File: src/rtl/mem_access.sv
// Memory-access pipeline stage: one outstanding data-bus transaction per
// instruction, lane steering for stores, lane extraction/extension for loads.
module mem_access #(
  parameter int ADDR_WIDTH  = 32,
  parameter int DATA_WIDTH  = 32,
  parameter int REGNO_WIDTH = 5
) (
  input  logic                   clk,
  input  logic                   rst,
  input  logic                   i_exec_stall,
  input  logic                   i_fetch_stall,
  output logic                   o_mem_stall,
  output logic                   o_addr_error,
  input  logic [REGNO_WIDTH-1:0] i_rd_no,
  input  logic [DATA_WIDTH-1:0]  i_alu_result,
  input  logic [1:0]             i_lsu_op,
  input  logic                   i_lsu_lns,
  input  logic                   i_lsu_ext,
  input  logic [DATA_WIDTH-1:0]  i_mem_data,
  output logic [REGNO_WIDTH-1:0] o_rd_no,
  output logic [DATA_WIDTH-1:0]  o_rd_val,
  output logic [ADDR_WIDTH-1:0]  o_bus_addr,
  output logic                   o_bus_cmd,
  output logic                   o_bus_rnw,
  output logic [3:0]             o_bus_ben,
  output logic [DATA_WIDTH-1:0]  o_bus_wdata,
  input  logic                   i_bus_accept,
  input  logic                   i_bus_rdy,
  input  logic [DATA_WIDTH-1:0]  i_bus_rdata
);

  typedef enum logic [1:0] {ST_IDLE, ST_CMD, ST_WAIT} state_e;
  typedef enum logic [1:0] {OP_IDLE, OP_BYTE, OP_HWORD, OP_WORD} lsu_op_e;

  state_e                 state;
  lsu_op_e                op;
  lsu_op_e                op_q;
  logic [REGNO_WIDTH-1:0] rd_q;
  logic [1:0]             lane_q;
  logic                   ext_q;
  logic                   core_stall;
  logic                   misaligned;
  logic [3:0]             ben_n;
  logic [DATA_WIDTH-1:0]  wdata_n;
  logic [DATA_WIDTH-1:0]  shifted;
  logic [DATA_WIDTH-1:0]  load_val;

  assign o_mem_stall = (state != ST_IDLE);
  assign core_stall  = i_exec_stall | i_fetch_stall | o_mem_stall;

  always_comb begin
    op         = lsu_op_e'(i_lsu_op);
    misaligned = ((op == OP_HWORD) && i_alu_result[0]) ||
                 ((op == OP_WORD) && (i_alu_result[1:0] != 2'b00));
    ben_n      = '0;
    wdata_n    = '0;
    case (op)
      OP_BYTE: begin
        ben_n   = 4'b0001 << i_alu_result[1:0];
        wdata_n = {(DATA_WIDTH/8){i_mem_data[7:0]}};
      end
      OP_HWORD: begin
        ben_n   = i_alu_result[1] ? 4'b1100 : 4'b0011;
        wdata_n = {(DATA_WIDTH/16){i_mem_data[15:0]}};
      end
      OP_WORD: begin
        ben_n   = 4'b1111;
        wdata_n = i_mem_data;
      end
      default: ;
    endcase
  end

  // Bring the addressed lane down to bit 0, then extend per the captured flag.
  always_comb begin
    shifted  = i_bus_rdata >> {lane_q, 3'b000};
    load_val = i_bus_rdata;
    case (op_q)
      OP_BYTE:  load_val = {{(DATA_WIDTH-8){ext_q & shifted[7]}}, shifted[7:0]};
      OP_HWORD: load_val = {{(DATA_WIDTH-16){ext_q & shifted[15]}}, shifted[15:0]};
      default:  load_val = i_bus_rdata;
    endcase
  end

  always_ff @(posedge clk or posedge rst) begin
    if (rst) begin
      state        <= ST_IDLE;
      op_q         <= OP_IDLE;
      rd_q         <= '0;
      lane_q       <= '0;
      ext_q        <= 1'b0;
      o_addr_error <= 1'b0;
      o_rd_no      <= '0;
      o_rd_val     <= '0;
      o_bus_addr   <= '0;
      o_bus_cmd    <= 1'b0;
      o_bus_rnw    <= 1'b0;
      o_bus_ben    <= '0;
      o_bus_wdata  <= '0;
    end else begin
      o_addr_error <= 1'b0;
      case (state)
        ST_IDLE: begin
          if (!core_stall) begin
            if (op == OP_IDLE) begin
              o_rd_no  <= i_rd_no;
              o_rd_val <= i_alu_result;
            end else if (misaligned) begin
              o_rd_no      <= '0;
              o_addr_error <= 1'b1;
            end else begin
              o_rd_no     <= '0;
              o_bus_addr  <= {i_alu_result[ADDR_WIDTH-1:2], 2'b00};
              o_bus_ben   <= ben_n;
              o_bus_wdata <= wdata_n;
              o_bus_rnw   <= i_lsu_lns;
              o_bus_cmd   <= 1'b1;
              rd_q        <= i_rd_no;
              lane_q      <= i_alu_result[1:0];
              op_q        <= op;
              ext_q       <= i_lsu_ext;
              state       <= ST_CMD;
            end
          end
        end
        ST_CMD: begin
          if (i_bus_accept) begin
            o_bus_cmd <= 1'b0;
            if (!o_bus_rnw) begin
              state <= ST_IDLE;
            end else if (i_bus_rdy) begin
              o_rd_no  <= rd_q;
              o_rd_val <= load_val;
              state    <= ST_IDLE;
            end else begin
              state <= ST_WAIT;
            end
          end
        end
        ST_WAIT: begin
          if (i_bus_rdy) begin
            o_rd_no  <= rd_q;
            o_rd_val <= load_val;
            state    <= ST_IDLE;
          end
        end
        default: state <= ST_IDLE;
      endcase
    end
  end

endmodule

File: config.mk
export PLATFORM = sky130hd
export DESIGN_NAME = mem_access
export DESIGN_NICKNAME = d
export VERILOG_FILES = /design/src/rtl/mem_access.sv
export SDC_FILE = /design/constraint.sdc
export NUM_CORES = 1
export LEC_CHECK = 0
export ABC_CLOCK_PERIOD_IN_PS = 9850
export CAP_MARGIN = 20
export CORE_MARGIN = 2
export CORE_UTILIZATION = 40
export DETAILED_ROUTE_END_ITERATION = 7
export GPL_TIMING_DRIVEN = 0
export PLACE_DENSITY = 0.83
export SYNTH_ARGS = -nofsm -noshare
export SYNTH_HDL_FRONTEND = slang
export SYNTH_SLANG_ARGS = --single-unit
File: constraint.sdc
create_clock -name clk -period 9.85 [get_ports clk]
set_input_delay 0.985 -clock clk [delete_from_list [all_inputs] [get_ports clk]]
set_output_delay 0.985 -clock clk [all_outputs]
set_load 0.01 [all_outputs]
After elaboration in Yosys (flattened, before gate mapping)
Cells that the tools add are included.
{ "op_classes": {"shift": 2, "eq_ne": 14, "n_reduce_logical": 14, "bitwise": 7, "muxes": 33} }
{ "ops": {"columns": ["cell", "n"], "rows": [
  ["case mux 32 bit (3 select lines)", 2],
  ["2-to-1 mux 32 bit", 5],
  ["case mux 32 bit (2 select lines)", 1],
  [">> shifter 32 x 5 -> 16 bit", 1],
  ["2-to-1 mux 5 bit", 5],
  ["case mux 5 bit (3 select lines)", 1],
  ["AND reduction 5 bit", 3],
  ["2-to-1 mux 2 bit", 7],
  ["!= test 2 bit (second input constant)", 7],
  ["case mux 4 bit (3 select lines)", 1],
  ["== test 2 bit (second input constant)", 4],
  ["2-to-1 mux 1 bit", 8],
  ["AND reduction 4 bit", 2],
  ["== test 2 x 1 -> 1 bit (second input constant)", 3],
  ["case mux 2 bit (3 select lines)", 1],
  ["nonzero test 2 bit", 3],
  ["logical NOT 2 bit", 2],
  ["2-to-1 mux 4 bit", 1],
  ["<< shifter 1 x 2 -> 4 bit (first input constant)", 1],
  ["NOT 1 bit", 3],
  ["nonzero test 3 bit", 1],
  ["bitwise AND 1 bit", 2],
  ["logical AND 1 bit", 2],
  ["bitwise OR 1 bit", 2],
  ["other kinds (2)", 2]
]} }
{ "word_totals": {"out_inout_bits": 109, "ff_bits": 118, "in_bits": 111} }

Longest topological paths before layout
Gate-level depths: netlist of run 1.
{ "logic_depth": {"depth_word": 7, "ltp_mapped": 9, "ltp_nobuf": 7} }

Worst setup path before layout of run 1
Ideal clock, no wire load.
{ "synth_timing": {"kind": "input port to flip-flop", "start": "input port i_lsu_op[0]", "end": "register o_bus_addr[10]", "path_stages": 7, "arrival_ns": 2.462, "path_buffers": 3, "slack_ns": 7.263, "path_cell_list": "buf_2 -> a21o_1 -> a2111oi_4 -> nand2_2 -> buf_6 -> buf_6 -> mux2_4"} }
{ "synth_via": {"elab_chain_cells": 5, "word_cells_on_any_way": 9, "classes_between": "eq/ne (2); bitwise (2); reduce/logical (5)"} }
{ "synth_rtl": {"columns": ["item", "line", "source"], "rows": [
  ["from (decl)", "16", "input logic [1:0] i_lsu_op,"],
  ["== test 2 bit, on equally long branches", "53, 54", null],
  ["logical AND 1 bit, on equally long branches", "53, 54", null],
  ["logical OR 1 bit", "53", "misaligned = ((op == OP_HWORD) && i_alu_result[0]) ||"],
  ["NOT 1 bit (no source line)", null, null],
  ["AND reduction 4 bit (no source line) *", null, null],
  ["to (signal assigned)", "113", "o_bus_addr <= {i_alu_result[ADDR_WIDTH-1:2], 2'b00};"],
  ["to (decl)", "22", "output logic [ADDR_WIDTH-1:0] o_bus_addr,"]
]} }
Every way passes the cells marked *; elsewhere a longest branch is shown, timed or not.
A chain may end at the register's enable or synchronous reset.

Worst setup path after layout of run 1
{ "layout_timing": {"start": "input port i_alu_result[1]", "end": "register o_bus_wdata[31]"} }
{ "layout_via": {"elab_chain_cells": 5} }
{ "layout_rtl": {"columns": ["item", "line", "source"], "rows": [
  ["from (decl)", "15", "input logic [DATA_WIDTH-1:0] i_alu_result,"],
  ["nonzero test 2 bit", "54", "((op == OP_WORD) && (i_alu_result[1:0] != 2'b00));"],
  ["logical AND 1 bit", "54", null],
  ["logical OR 1 bit", "53", null],
  ["NOT 1 bit (no source line)", null, null],
  ["AND reduction 4 bit (no source line)", null, null],
  ["to (signal assigned)", "115", "o_bus_wdata <= wdata_n;"],
  ["to (decl)", "26", "output logic [DATA_WIDTH-1:0] o_bus_wdata,"]
]} }
No other way between the ends.

==> qor.csv, run 1 <==
stage,metric,value,unit
worst_hold_path,holdCritStartpoint,o_bus_wdata[19]$_DFFE_PP0P_,
synth,ys_seq_area_share,49.75,%
critical_path,crit_required,10.11,ns
floorplanning,rows,44,
final_layout,synthToLayoutAreaGrowth,51.05,%
sta,max_freq,336.5,MHz
power,finalPower,0.002991,W
synth,yosysTopAreaCell,dfrtp_1,
cts,ctsHoldBuffers,0,
synth,yosys.area_share.simple,11.32,%
synth,ys_async_sr_fraction,100.0,%
synth,yosysWarningCount,0,
placed_design,port_buffers,215,
cts,cts_buffers,17,
run,maxCapViolCount,0,
power,p_per_area,333.5,nW/um^2
sta,finalSetupViolations,0,
final_layout,final_core_util,61.69,%
synth,synthAdderAreaFrac,1.054,%
critical_path,reg2reg_depth,9,
global_route,grt_pass1_wl,30800,um
synth,synth_compound_area_share,15.58,%
synth,syn_area_per_cell,10.18,um^2
synth,ys_types,39,
floorplanning,core-area,14530,um^2
route,avgViaCountPerCell,5.428,
cts,cts_setup_buffers,0,
cts,postCtsResizedCells,0,
final_layout,drive_gt1_share,14.54,%
floorplanning,die_h,125.8,um
synth,synth_mux_area_share,18.06,%
cts,cts_root_buffer,clkbuf_16,
sta,finClkSkew,0.004261,ns
synth,yosys-top-cells-area,"dfrtp_1 50%, mux2_2 9.7%, o21ai_0 6.2%",
synth,ys_top_cells_by_count,"118 x dfrtp_1, 95 x nand2_1, 74 x o21ai_0",
sta,maxSlewViolCount,0,
sta,fin_crit,2.972,ns
synth,synth_most_common_cell,dfrtp_1,
critical_path,worstReg2RegStart,state[1]$_DFFE_PP0P_,
worst_hold_path,min_to,o_bus_wdata[19]$_DFFE_PP0P_,
synth,synth-seq-cells,118,
worst_hold_path,hp-class,reg2reg,
placed_design,dp_hpwl,14200,um
cts,cts.sinks,118,
cts,htree_num_levels,4,
sta,period_share,30.17,%
power,ir_drop,0.1830,mV
global_route,track_usage,25.04,%
final_layout,antenna_cells,0,
critical_path,critical_path_class,in2reg,
final_layout,instances_no_fill,1016,
route,drt_iter0_drc,350,
placed_design,place_congestion,0.9056,
synth,synthCells,583,
cts,clkLatencyLatePin,0.42,ns
floorplanning,io_pins,220,
route,routed_wirelength,19540,um
critical_path,crit_fanout,10,
route,ant_nets,0,
sta,grt_setup_unrepaired,false,
critical_path,arrival,3.23,ns
route,route.detailed.drc,0,
synth,synthFlopType,dfrtp_1,
placed_design,placed_cells,984,
final_layout,nets,935,
synth,yosysTopAreaCellShare,49.75,%
synth,synth_edf_count,0,
cts,clk_path_buf_depth,2,
critical_path,cp-end-kind,flip-flop,
global_route,grt_overflow,0,
sta,tightest_slew,0.8561,ns
floorplanning,die-area,15830,um^2
global_route,grt_antenna_before_repair,0,
sta,slew_headroom,42.81,%
synth,syn_area,5936,um^2
sta,setup-tns-final,0,ns
floorplanning,die_w,125.8,um
route,vias,5515,
sta,hold_violations,0,
route,wire_per_inst,19.24,um
cts,cts_tree,yes,
synth,synth_xor_area_share,0,%
run_status,status,completed,
critical_path,rrSetupSlack,7.36,ns
floorplanning,start_util,40.84,%
global_route,first_global_vias,5633,
worst_hold_path,whs_path_depth,2,
power,p_leak,3.823,nW
sta,hold_ws,0.4768,ns
route,dr.pass1.iters,5,
critical_path,worst_r2r_endpoint,o_rd_val[17]$_DFFE_PP0P_,
synth,synth_top_family_by_area,multiplexers,
critical_path,start_kind,input port,
global_route,grt_max_degree,66,
cts,clk_pin_slew,0.05,ns
==> worst max-delay path, cell delays in order <==
cell	delay (ns)
clkdlybuf4s50_1	0.52
a21o_1	0.26
a2111oi_4	0.48
nand2_2	0.20
buf_6	0.20
clkbuf_1	0.28
nand2_1	0.18
o21ai_0	0.13
==> placed cells by master (no fill, tap or decap), types with 9 or more instances in the layout <==
cell type	Yosys	final
inv_1	13	12
o21ai_0	74	74
mux2_4	14	14
clkbuf_16	0	17
a21oi_1	53	53
nor2_1	25	25
o22ai_1	10	10
nand2b_1	10	10
mux2i_1	13	13
clkbuf_1	22	25
buf_2	9	9
mux2_2	51	51
clkdlybuf4s50_1	0	215
dfrtp_1	118	118
nand2_1	95	95
==> state kept, by name, indices dropped and copies added, names as in the netlist <==
name,flops
o_bus_rnw,1
o_bus_addr,30
lane_q,2
o_rd_val,32
rd_q,5
op_q,2
o_bus_wdata,32
ext_q,1
state,2
o_bus_cmd,1
o_addr_error,1
o_rd_no,5
o_bus_ben,4
==> final cells by class <==
class / instances / area [um^2]
fill: 1205 / 5568
inverter: 13 / 53.80
tap: 184 / 230.2
clock inverter: 8 / 120.1
timing repair buffer: 216 / 2180
multi-input combinational: 412 / 2739
buffer: 41 / 198.9
sequential: 118 / 2953
clock buffer: 24 / 491.7
==> kinds of logic (layout without fill, tap and decap cells) <==
| group | count (synthesis) | count (layout) |
|---|---|---|
| compound gates | 164 | 164 |
| fa+ha+maj | 5 | 5 |
| buf+inv | 54 | 302 |
| flops | 118 | 118 |
| mux | 85 | 85 |
| other cells | 1 | 2 |
| simple gates | 156 | 156 |
==> report_power, final <==
group	internal, W	total [W]	leakage (nW)	switching [W]
Combinational	0.000747	0.00150	2.10	0.000754
Sequential	0.000720	0.000846	1.42	0.000126
Clock	0.000423	0.000644	0.296	0.000220
Total	0.00189	0.00299	3.82	0.00110
==> worst max-delay path by stage <==
stage / start / to / slack [ns]
after detailed placement: i_alu_result[1] / o_bus_wdata[30]$_DFFE_PP0P_ / 6.50
after floorplan: rst / ext_q$_DFFE_PP0P_ / 5.74
after global placement: rst / o_bus_wdata[17]$_DFFE_PP0P_ / 3.97
after global routing: i_alu_result[1] / o_bus_wdata[31]$_DFFE_PP0P_ / 6.73
after CTS: i_alu_result[1] / o_bus_wdata[31]$_DFFE_PP0P_ / 6.85
final: i_alu_result[1] / o_bus_wdata[31]$_DFFE_PP0P_ / 6.88
==> stage by stage <==
stage,setup slack (ns),area [um^2]
floorplan,5.736,5939
global placement,3.970,8322
detailed placement,6.502,8354
CTS,6.850,8966
global route,6.731,8966
finish,6.878,8966
==> per-layer routing <==
metal / up-vias / routed length, um / global-route usage (%)
met5: - / 0 / 0
met3: 62 / 1283 / 5.225
li1: 2529 / - / -
met4: 0 / 777 / 12.41
met1: 2650 / 8311 / 32.64
met2: 274 / 9171 / 39.87
Power figures use the tool's default switching activity.
==> inputs of run 2 (changes only) <==
--- a/config.mk
+++ b/config.mk
@@ -5,13 +5,13 @@
 export SDC_FILE = /design/constraint.sdc
 export NUM_CORES = 1
 export LEC_CHECK = 0
-export ABC_CLOCK_PERIOD_IN_PS = 9850
+export ABC_CLOCK_PERIOD_IN_PS = 2530
 export CAP_MARGIN = 20
 export CORE_MARGIN = 2
 export CORE_UTILIZATION = 40
 export DETAILED_ROUTE_END_ITERATION = 7
 export GPL_TIMING_DRIVEN = 0
-export PLACE_DENSITY = 0.83
+export PLACE_DENSITY = 0.86
 export SYNTH_ARGS = -nofsm -noshare
 export SYNTH_HDL_FRONTEND = slang
 export SYNTH_SLANG_ARGS = --single-unit
==> constraint.sdc (replaced) <==
create_clock -name clk -period 2.53 [get_ports clk]
set_input_delay 0.253 -clock clk [delete_from_list [all_inputs] [get_ports clk]]
set_output_delay 0.253 -clock clk [all_outputs]
set_load 0.01 [all_outputs]
==> qor.csv, run 2 (synthesized netlist as in run 1, its figures left out) <==
stage,metric,value,unit,change
final_layout,nets,937,,was 935
final_layout,final_core_util,61.94,%,was 61.69%
global_route,grt_antenna_before_repair,0,,unchanged
critical_path,reg2reg_depth,9,,unchanged
global_route,track_usage,24.58,%,was 25.04%
cts,ctsHoldBuffers,0,,unchanged
cts,clk_pin_slew,0.06,ns,was 0.05 ns
route,avgViaCountPerCell,5.283,,was 5.428
route,dr.pass1.iters,5,,unchanged
sta,fin_crit,2.366,ns,
final_layout,drive_gt1_share,14.51,%,was 14.54%
sta,setup-tns-final,0,ns,unchanged
power,ir_drop,0.7647,mV,was 0.1830 mV
placed_design,dp_hpwl,14670,um,was 14200 um
critical_path,worst_r2r_endpoint,o_rd_val[18]$_DFFE_PP0P_,,was o_rd_val[17]$_DFFE_PP0P_
sta,grt_setup_unrepaired,false,,unchanged
final_layout,instances_no_fill,1018,,was 1016
placed_design,placed_cells,986,,was 984
cts,clk_path_buf_depth,2,,unchanged
sta,hold_ws,0.2626,ns,was 0.4768 ns
global_route,grt_overflow,0,,unchanged
global_route,grt_max_degree,41,,was 66
critical_path,critical_path_class,reg2reg,,was in2reg
cts,cts.sinks,118,,unchanged
route,route.detailed.drc,0,,unchanged
sta,maxSlewViolCount,0,,unchanged
floorplanning,core-area,14530,um^2,unchanged
final_layout,regArea,2953,um^2,unchanged
run,maxCapViolCount,0,,unchanged
sta,tightest_slew,0.8373,ns,was 0.8561 ns
critical_path,crit_required,2.81,ns,was 10.11 ns
cts,htree_num_levels,4,,unchanged
final_layout,layout_common_cells,"215 x clkdlybuf4s50_1, 118 x dfrtp_1, 95 x nand2_1, 74 x o21ai_0, 53 x a21oi_1",,unchanged
route,ant_nets,0,,unchanged
cts,cts_tree,yes,,unchanged
route,wire_per_inst,18.82,um,was 19.24 um
global_route,first_global_vias,5540,,was 5633
floorplanning,start_util,40.84,%,unchanged
power,p_per_area,1293,nW/um^2,was 333.5 nW/um^2
sta,finClkSkew,0.009785,ns,was 0.004261 ns
cts,clkLatencyLatePin,0.41,ns,was 0.42 ns
critical_path,worstReg2RegStart,state[0]$_DFFE_PP0P_,,was state[1]$_DFFE_PP0P_
floorplanning,die_w,125.8,um,unchanged
placed_design,port_buffers,215,,unchanged
floorplanning,io_pins,220,,unchanged
critical_path,start_kind,flip-flop,,was input port
critical_path,cp-end-kind,flip-flop,,unchanged
power,p_leak,3.829,nW,was 3.823 nW
placed_design,place_congestion,0.9422,,was 0.9056
route,drt_iter0_drc,326,,was 350
final_layout,reg_top3,"o_bus_wdata x32, o_rd_val x32, o_bus_addr x30",,unchanged
cts,cts_buffers,17,,unchanged
route,vias,5378,,was 5515
sta,slew_headroom,44.06,%,was 42.81%
cts,cts_root_buffer,clkbuf_16,,unchanged
final_layout,mostFrequentLayoutCell,clkdlybuf4s50_1,,unchanged
final_layout,synthToLayoutAreaGrowth,51.67,%,was 51.05%
final_layout,antenna_cells,0,,unchanged
cts,cts_setup_buffers,0,,unchanged
floorplanning,die_h,125.8,um,unchanged
critical_path,cp_num_buf_inv,3,,unchanged
sta,period_share,93.51,%,
floorplanning,die-area,15830,um^2,unchanged
final_layout,multi_input_area,2745,um^2,was 2739 um^2
critical_path,critical-path-top-delay-family,simple AND/OR/NAND/NOR gates,,was buffers and inverters
critical_path,worst_path_max_delay_cell,or3b_1,,was clkdlybuf4s50_1
sta,finalSetupViolations,0,,unchanged
critical_path,rrSetupSlack,0.16,ns,was 7.36 ns
floorplanning,rows,44,,unchanged
sta,hold_violations,0,,unchanged
critical_path,cpPeakStageDelay,0.41,ns,was 0.52 ns
critical_path,crit_chain,"inv_1, ha_1, or3b_1, o31ai_1, and2_1, clkbuf_4, o21a_4, buf_4, a21oi_1",,"was clkdlybuf4s50_1, a21o_1, a2111oi_4, nand2_2, buf_6, clkbuf_1, nand2_1, o21ai_0"
route,routed_wirelength,19160,um,was 19540 um
worst_hold_path,hp-class,in2async,,was reg2reg
critical_path,arrival,2.65,ns,was 3.23 ns
final_layout,fill_cells,1196,,was 1205
global_route,grt_pass1_wl,30390,um,was 30800 um
critical_path,crit_fanout,10,,unchanged
run_status,status,completed,,unchanged
sta,max_freq,422.7,MHz,
## run 2: changes by cell type in the layout (fill, tap and decap cells not counted), sizes merged
cell / delta
bufinv: +1
inv: -1
clkinvlp: +1
buf: +1
## run 2: repair_timing
action / 4_1_cts / 5_1_grt
resized for setup: 0 / 2
endpoints found under the setup margin: 0 / 10
hold endpoints to repair: 0 / 0
## run 2: worst max path at each step
stage               slack [ns]  cells past startpoint                    endpoint                  from
CTS                       0.03                      9    o_rd_val[18]$_DFFE_PP0P_  state[0]$_DFFE_PP0P_
global placement         -0.34                      2  o_bus_wdata[7]$_DFFE_PP0P_                   rst
floorplan                 0.44                      9    o_rd_val[17]$_DFFE_PP0P_  state[0]$_DFFE_PP0P_
detailed placement       -0.08                      8  o_bus_wdata[8]$_DFFE_PP0P_       i_alu_result[1]
global route             0.009                      9    o_rd_val[17]$_DFFE_PP0P_  state[0]$_DFFE_PP0P_
finish                    0.16                      9    o_rd_val[18]$_DFFE_PP0P_  state[0]$_DFFE_PP0P_
## run 2: routing by layer
layer / routed length (um) / global-route usage [%] / vias up
li1: - / - / 2526
met1: 8127 / 32.26 / 2587
met2: 9192 / 39.43 / 215
met3: 1098 / 5.523 / 50
met4: 736 / 10.47 / 0
met5: 0 / 0 / -
## run 2: power by group
group,leakage (nW),internal [W],switching [W],total (W)
logic,2.12,0.00292,0.00292,0.00584
registers,1.42,0.00280,0.000490,0.00330
clock network,0.291,0.00167,0.000831,0.00250
total,3.83,0.00740,0.00424,0.0116
## run 2: per-stage QoR
step | power, W | cell area (um^2) | worst slack (ns)
after global routing | 0.01241 | 9002 | 0.008813
after CTS | 0.01167 | 8994 | 0.03166
final | 0.01164 | 9002 | 0.1643
after global placement | 0.008931 | 8325 | -0.3443
after floorplan | 0.006315 | 5943 | 0.4367
after detailed placement | 0.009106 | 8386 | -0.08263
## run 2: cell type report
class	count	area share (%)
flip-flops and latches	118	32.80
plain buffers	41	2.238
repair buffers	218	24.57
inverters	13	0.5837
multi-input cells	412	30.49
well taps	184	2.557
clock inverters	9	1.668
clock buffers	23	5.087
